===== config.mk =====
export PLATFORM = sky130hd
export DESIGN_NAME = clause_dispatch_unit
export DESIGN_NICKNAME = d
export VERILOG_FILES = /design/src/rtl/clause_dispatch_unit.sv
export SDC_FILE = /design/constraint.sdc
export NUM_CORES = 2
export LEC_CHECK = 0
export ABC_AREA = 0
export BUFFER_PORTS_ARGS = -buffer_cell sky130_fd_sc_hd__buf_2
export CAP_MARGIN = 20
export CORE_UTILIZATION = 55
export CTS_CLUSTER_DIAMETER = 50
export CTS_CLUSTER_SIZE = 30
export DETAILED_ROUTE_END_ITERATION = 10
export GPL_TIMING_DRIVEN = 0
export PLACE_DENSITY = 0.72
export SYNTH_ARGS = -nofsm -noshare
export SYNTH_HDL_FRONTEND = slang
export SYNTH_SLANG_ARGS = --single-unit

===== constraint.sdc =====
create_clock -name clock -period 14.7 [get_ports clock]
set_input_delay 0 -clock clock [delete_from_list [all_inputs] [get_ports clock]]
set_output_delay 0 -clock clock [all_outputs]
set_load 0.02 [all_outputs]

===== src/rtl/clause_dispatch_unit.sv =====
// -----------------------------------------------------------------------------
// clause_dispatch_unit
//   Buffers clauses in a DEPTH-entry circular FIFO and hands them out to
//   NUM_ENGINE BCP engines. Each cycle in RUN, up to MAX_GRANTS head clauses
//   go to distinct engines that are not asserting back-pressure. Engines are
//   scanned round-robin starting at rr_ptr. Pushes while full are dropped and
//   latch a sticky overflow flag.
//
// Ports
//   clock         in   rising-edge clock
//   reset         in   synchronous active-high reset (priority over flush)
//   flush_in      in   synchronous clear of FIFO, FSM and output registers
//   load_sig_in   in   push clause_in this cycle
//   clause_in     in   clause to push (CLA_W bits)
//   start_in      in   level dispatch enable
//   full_in       in   per-engine back-pressure, 1 = do not grant
//   clause_out    out  per-engine clause, valid when matching grant bit set
//   grant_out     out  registered one-cycle grant per engine
//   empty_out     out  occupancy is zero
//   full_out      out  occupancy is DEPTH
//   count_out     out  occupancy
//   overflow_out  out  sticky: push attempted while full
// -----------------------------------------------------------------------------
module clause_dispatch_unit #(
  parameter int NUM_ENGINE  = 4,
  parameter int LIT_IDX_MAX = 1024,
  parameter int CLA_LENGTH  = 3,
  parameter int DEPTH       = 32,
  parameter int MAX_GRANTS  = 4,
  localparam int VAR_LEN    = $clog2(LIT_IDX_MAX) + 1,
  localparam int CLA_W      = CLA_LENGTH * VAR_LEN,
  localparam int CNT_W      = $clog2(DEPTH + 1)
) (
  input  logic                             clock,
  input  logic                             reset,
  input  logic                             flush_in,
  input  logic                             load_sig_in,
  input  logic [CLA_W-1:0]                 clause_in,
  input  logic                             start_in,
  input  logic [NUM_ENGINE-1:0]            full_in,
  output logic [NUM_ENGINE-1:0][CLA_W-1:0] clause_out,
  output logic [NUM_ENGINE-1:0]            grant_out,
  output logic                             empty_out,
  output logic                             full_out,
  output logic [CNT_W-1:0]                 count_out,
  output logic                             overflow_out
);

  localparam int PTR_W = $clog2(DEPTH);
  localparam int ENG_W = (NUM_ENGINE > 1) ? $clog2(NUM_ENGINE) : 1;

  typedef enum logic {S_IDLE = 1'b0, S_RUN = 1'b1} state_e;

  state_e state_q, state_d;
  logic   run_en;

  logic [CLA_W-1:0] mem [DEPTH];

  logic [CNT_W-1:0]                 count_q, count_d;
  logic [PTR_W-1:0]                 head_q, head_d;
  logic [PTR_W-1:0]                 tail_q, tail_d;
  logic [ENG_W-1:0]                 rr_ptr_q, rr_ptr_d;
  logic [NUM_ENGINE-1:0]            grant_q, grant_d;
  logic [NUM_ENGINE-1:0][CLA_W-1:0] clause_q, clause_d;
  logic                             overflow_q, overflow_d;

  logic             clear;
  logic             push_acc;
  logic [CNT_W-1:0] limit;
  logic [CNT_W-1:0] n_gnt;
  logic [ENG_W-1:0] scan_eng;
  logic [ENG_W-1:0] last_eng;
  logic [PTR_W-1:0] rd_ptr;

  assign clear = reset | flush_in;

  // ---------------------------------------------------------------------------
  // FSM: state register
  // ---------------------------------------------------------------------------
  always_ff @(posedge clock) begin
    if (clear) begin
      state_q <= S_IDLE;
    end else begin
      state_q <= state_d;
    end
  end

  // FSM: next state, re-evaluated from start_in on every edge
  always_comb begin
    state_d = state_q;
    case (state_q)
      S_IDLE:  if (start_in)  state_d = S_RUN;
      S_RUN:   if (!start_in) state_d = S_IDLE;
      default: state_d = S_IDLE;
    endcase
  end

  // FSM: outputs
  always_comb begin
    run_en = (state_q == S_RUN);
  end

  // ---------------------------------------------------------------------------
  // Push side. full_out reflects the current occupancy, so a push at DEPTH is
  // dropped even if the same cycle pops entries.
  // ---------------------------------------------------------------------------
  assign push_acc = load_sig_in & ~full_out;

  always_ff @(posedge clock) begin
    if (push_acc && !clear) begin
      mem[tail_q] <= clause_in;
    end
  end

  // ---------------------------------------------------------------------------
  // Dispatch: walk engines from rr_ptr, giving consecutive head entries to the
  // first eligible ones until min(count, MAX_GRANTS) grants have been issued.
  // Only entries below the current count are read, so the slot being written
  // this cycle is never forwarded.
  // ---------------------------------------------------------------------------
  always_comb begin
    grant_d  = '0;
    clause_d = clause_q;
    n_gnt    = '0;
    scan_eng = rr_ptr_q;
    last_eng = rr_ptr_q;
    rd_ptr   = head_q;
    limit    = (count_q > CNT_W'(MAX_GRANTS)) ? CNT_W'(MAX_GRANTS) : count_q;
    if (run_en) begin
      for (int j = 0; j < NUM_ENGINE; j++) begin
        scan_eng = ENG_W'((int'(rr_ptr_q) + j) % NUM_ENGINE);
        if (!full_in[scan_eng] && (n_gnt < limit)) begin
          rd_ptr             = head_q + PTR_W'(n_gnt);
          grant_d[scan_eng]  = 1'b1;
          clause_d[scan_eng] = mem[rd_ptr];
          last_eng           = scan_eng;
          n_gnt              = n_gnt + CNT_W'(1);
        end
      end
    end
  end

  always_comb begin
    count_d    = count_q + CNT_W'(push_acc) - n_gnt;
    head_d     = head_q + PTR_W'(n_gnt);
    tail_d     = tail_q + PTR_W'(push_acc);
    overflow_d = overflow_q | (load_sig_in & full_out);
    rr_ptr_d   = rr_ptr_q;
    if (n_gnt != '0) begin
      rr_ptr_d = ENG_W'((int'(last_eng) + 1) % NUM_ENGINE);
    end
  end

  // ---------------------------------------------------------------------------
  // Registered state and outputs
  // ---------------------------------------------------------------------------
  always_ff @(posedge clock) begin
    if (clear) begin
      count_q    <= '0;
      head_q     <= '0;
      tail_q     <= '0;
      rr_ptr_q   <= '0;
      grant_q    <= '0;
      clause_q   <= '0;
      overflow_q <= 1'b0;
    end else begin
      count_q    <= count_d;
      head_q     <= head_d;
      tail_q     <= tail_d;
      rr_ptr_q   <= rr_ptr_d;
      grant_q    <= grant_d;
      clause_q   <= clause_d;
      overflow_q <= overflow_d;
    end
  end

  assign clause_out   = clause_q;
  assign grant_out    = grant_q;
  assign count_out    = count_q;
  assign empty_out    = (count_q == '0);
  assign full_out     = (count_q == CNT_W'(DEPTH));
  assign overflow_out = overflow_q;

endmodule


==> reports/summary.txt <==
CTS tree: yes
IO Port Bufs: 186
CTS sink count: 1212
vias per inst: 8.40
drt wl/cell: 47.8 µm
Final ANT Viol Nets: 0
Die ar.: 0.139 mm²
gr usage total: 50.3%
Power Density: 282 mW/mm²
Max VDD drop: 490 µV
drt drc: 0
die extent in y: 373 µm
endpoints failing hold: 0
RSZ-0062 raised after global routing: false
placed cells: 7015
number of global-route vias before repair: 58580
Gate Count Post-Synth: 4914
Syn. warnings: 0
Final Power: 24600 µW
status: finished, final reports clean
Synth Flop Type: edfxtp_1
half-perimeter wire length after placement: 252 mm
Ports: 187
worst-case clock buffer depth: 3
largest net degree at the start of global routing: 33
worst hold slack: 0.164 ns
sequential fraction of the synthesis area: 46.0%
crit-path cells: buf_4, inv_1, ha_1, mux4_2, a31oi_2, inv_1, ha_1, nand2b_1, a21oi_1, o21ba_2, buf_2, mux2_2, fa_1, clkbuf_1, clkbuf_1, mux4_2, mux4_2, mux2i_1, nor2_1, a31oi_1, o21ai_1
Die W: 373 µm
Worst Hold Class: primary input to flop
htree depth: 4
CTS root buffer: clkbuf_16
CP max-delay cell: clkbuf_1
EDFF count, synth: 1056
total global routing overflow: 0
CP Launch Type: flop
core area: 0.136 mm²
Setup crit end kind: flop
layout cells sized above 1: 36.8%
Lkg Pwr: 0.0277 µW
launch point of the worst reg-to-reg path: rr_ptr_q[0]
NetSw: 11600 µW
Initial Util: 55.7%
fillcell total: 9716
Fin Setup TNS: 0 ns
hold path depth: 5
CP Max Fanout: 10
Cell Count, Final, Fillers Out: 7371
Pint: 13000 µW
crit path kind: flop to flop
Crit path required time: 15.36 ns
Endpoint, Worst Hold: rr_ptr_q[0]
Post-Synthesis Net Count: 4991
minimum clock period: 9.24 ns
Mapped Avg Cell Area: 15.4 µm²
Placement Setup Slack: 5.80 ns
first-pass GRT wire length: 473 mm
Async S/R FF share, synth: 0%
Synth Register Bits: 1212
max-slew violation count: 0
worst slew pin tran: 1.40 ns
clk slew on worst S/H paths: 0.05 ns
Total Routed Length: 352 mm
gp weighted congestion: 1.04
Largest stage delay, worst path: 1.09 ns
Sw Ratio: 47.3%
Detailed Routing Iterations Pass 1: 10
Setup Skew: 0.0335 ns
fmax: 108 MHz
Slew headroom: 6.77%
Comb power frac: 68.6%
min-delay src: full_in[3]
sequential power share: 15.5%
Max-Cap Viols: 0
Setup violations, final: 0
CTS Buf Count: 147
Top cell by count, worst path: mux4_2
Layout area overhead: 15.3%
synth unique cells: 62
1st-iter DRT viols: 13453
worst path arrival time: 9.90 ns
latest clock arrival within the worst-skew pair: 0.82 ns
row cnt: 135
Reg-to-Reg End: clause_out[61]
fin nets: 5532
Post-Syn Area: 0.0757 mm²
slack of the critical path: 5.46 ns
Clk pwr share: 16.0%
Worst R2R Setup Slack: 5.46 ns
setup bufs post-CTS: 0
Final Cycle Share: 62.8%
Via Count: 61903
antenna violations before repair: 12
r2r worst-path depth: 21
==> worst max path at each step <==
stage	from	to	slack [ns]	cells past startpoint
after global placement	rr_ptr_q[0]	clause_out[42]	5.66	21
after detailed placement	rr_ptr_q[0]	clause_out[5]	5.80	21
final	rr_ptr_q[0]	clause_out[61]	5.46	21
after floorplan	rr_ptr_q[0]	count_out[4]	8.72	28
after CTS	rr_ptr_q[0]	clause_out[62]	5.77	21
after global routing	rr_ptr_q[0]	clause_out[39]	5.53	21
==> through the flow <==
| step | utilization (%) | cell area [µm²] |
|---|---|---|
| finish | 64.2 | 87300 |
| global route | 64.2 | 87300 |
| CTS | 63.9 | 86900 |
| detailed placement | 59.8 | 81300 |
| global placement | 58.0 | 78800 |
| floorplan | - | 75700 |
==> per-layer routing <==
metal / track usage, % / part of all wire, % / up-vias
li1: - / - / 21945
met1: 57.4 / 30 / 30380
met2: 69.7 / 41 / 7471
met3: 29.6 / 20 / 2079
met4: 35.8 / 9.3 / 28
met5: 2.94 / 0.23 / -
==> placed cells by master, fill, tap and decap left out, drive strengths merged, types with 62 or more instances in the layout <==
master  synthesis  layout
edfxtp       1056    1056
a211o          94      94
nand2         533     533
a31oi         107     107
nor2          248     248
o211ai        158     158
mux2i         170     170
a221o          62      62
nand3         182     182
o21ai         138     138
mux4         1169    1169
buf           223     571
a22oi          64      64
dfxtp         156     156
clkbuf        275     448
==> power groups by stage <==
stage | clock (µW) | combinational (µW) | sequential, µW
after floorplan | 0 | 9840 | 3890
after global placement | 0 | 15200 | 3880
after detailed placement | 0 | 15600 | 3880
after CTS | 3880 | 15700 | 3800
after global routing | 4010 | 16700 | 3810
final | 3920 | 16900 | 3810
==> kinds of logic (layout without fill, tap and decap cells) <==
logic type | after synthesis | after routing | share of synthesized area, %
xor gates and xnor gates | 24 | 24 | 0.288
AOI/OAI and AO/OA | 687 | 687 | 6.43
other | 2 | 13 | 0.00992
muxes | 1377 | 1377 | 37.6
DFF | 1212 | 1212 | 46.0
adders and majority gates | 35 | 35 | 0.618
and+or+nand+nor | 1059 | 1059 | 5.95
buffers and inverters | 518 | 1183 | 3.09
==> final cells by class <==
type                    instances  area (µm²)  area share, %
plain buffers                 498        2270           2.61
diodes                         11        27.5         0.0315
well taps                    1781        2230           2.55
clock buffers                 173        3920           4.49
clock inverters               100        1220           1.40
multi-input cells            3184       38800           44.4
flip-flops and latches       1212       34800           39.9
repair buffers                392        3940           4.52
inverters                      20        75.1         0.0860
==> critical path: cells and delay by family, from the launching register on <==
| kind | cells | cell delay (ns) |
|---|---|---|
| AOI/OAI and AO/OA | 5 | 1.34 |
| adders and majority gates | 3 | 1.64 |
| buffers and inverters | 6 | 2.67 |
| DFF | 1 | 0.49 |
| muxes | 5 | 2.57 |
| and+or+nand+nor | 2 | 0.34 |
==> state kept, by name, summed over array words and instances, names as in the netlist <==
signal,cells
clause_out,132
count_out,6
grant_out,4
head_q,5
mem,1056
overflow_out,1
rr_ptr_q,2
run_en,1
tail_q,5
==> timing repair <==
item,CTS,global route
resized for setup,0,0
endpoints found under the hold margin,1071,0
hold buffers,44,0
==> cell usage after synthesis, types with 2 or more instances <==
| master | number | share of area [%] |
|---|---|---|
| mux4_2 | 1169 | 35 |
| edfxtp_1 | 1056 | 42 |
| nand2_1 | 532 | 2.6 |
| clkbuf_1 | 275 | 1.4 |
| nor2_1 | 246 | 1.2 |
| nand3_1 | 181 | 1.2 |
| mux2i_1 | 170 | 2.2 |
| buf_2 | 160 | 1.1 |
| o211ai_1 | 158 | 1.6 |
| dfxtp_1 | 156 | 4.1 |
| a31oi_1 | 104 | 0.86 |
| a211o_1 | 94 | 1.1 |
| o21ai_1 | 92 | 0.61 |
| a22oi_1 | 64 | 0.63 |
| a221o_1 | 62 | 0.82 |
| a21oi_1 | 47 | 0.31 |
| o21ai_0 | 46 | 0.30 |
| nand4_1 | 39 | 0.32 |
| mux2_2 | 38 | 0.57 |
| ha_1 | 31 | 0.51 |
| buf_4 | 30 | 0.30 |
| buf_1 | 22 | 0.11 |
| inv_1 | 20 | 0.099 |
| and2_1 | 17 | 0.14 |
| xnor2_1 | 16 | 0.19 |
| buf_6 | 11 | 0.16 |
| nor2b_1 | 8 | 0.066 |
| xor2_1 | 7 | 0.081 |
| nand3b_1 | 5 | 0.050 |
| fa_1 | 4 | 0.11 |
| nor3_1 | 4 | 0.026 |
| nor4b_1 | 4 | 0.046 |
| a211oi_1 | 3 | 0.030 |
| a31oi_2 | 3 | 0.050 |
| and2_0 | 3 | 0.025 |
| and3_1 | 3 | 0.025 |
| a21o_1 | 2 | 0.020 |
| conb_1 | 2 | 0.0099 |
| nand2b_1 | 2 | 0.017 |
| o21a_1 | 2 | 0.020 |
| o2bb2ai_1 | 2 | 0.023 |
| o31ai_1 | 2 | 0.020 |
| or3_1 | 2 | 0.017 |
| or3b_2 | 2 | 0.023 |
Note: power is estimated with default switching activity, not from simulation.
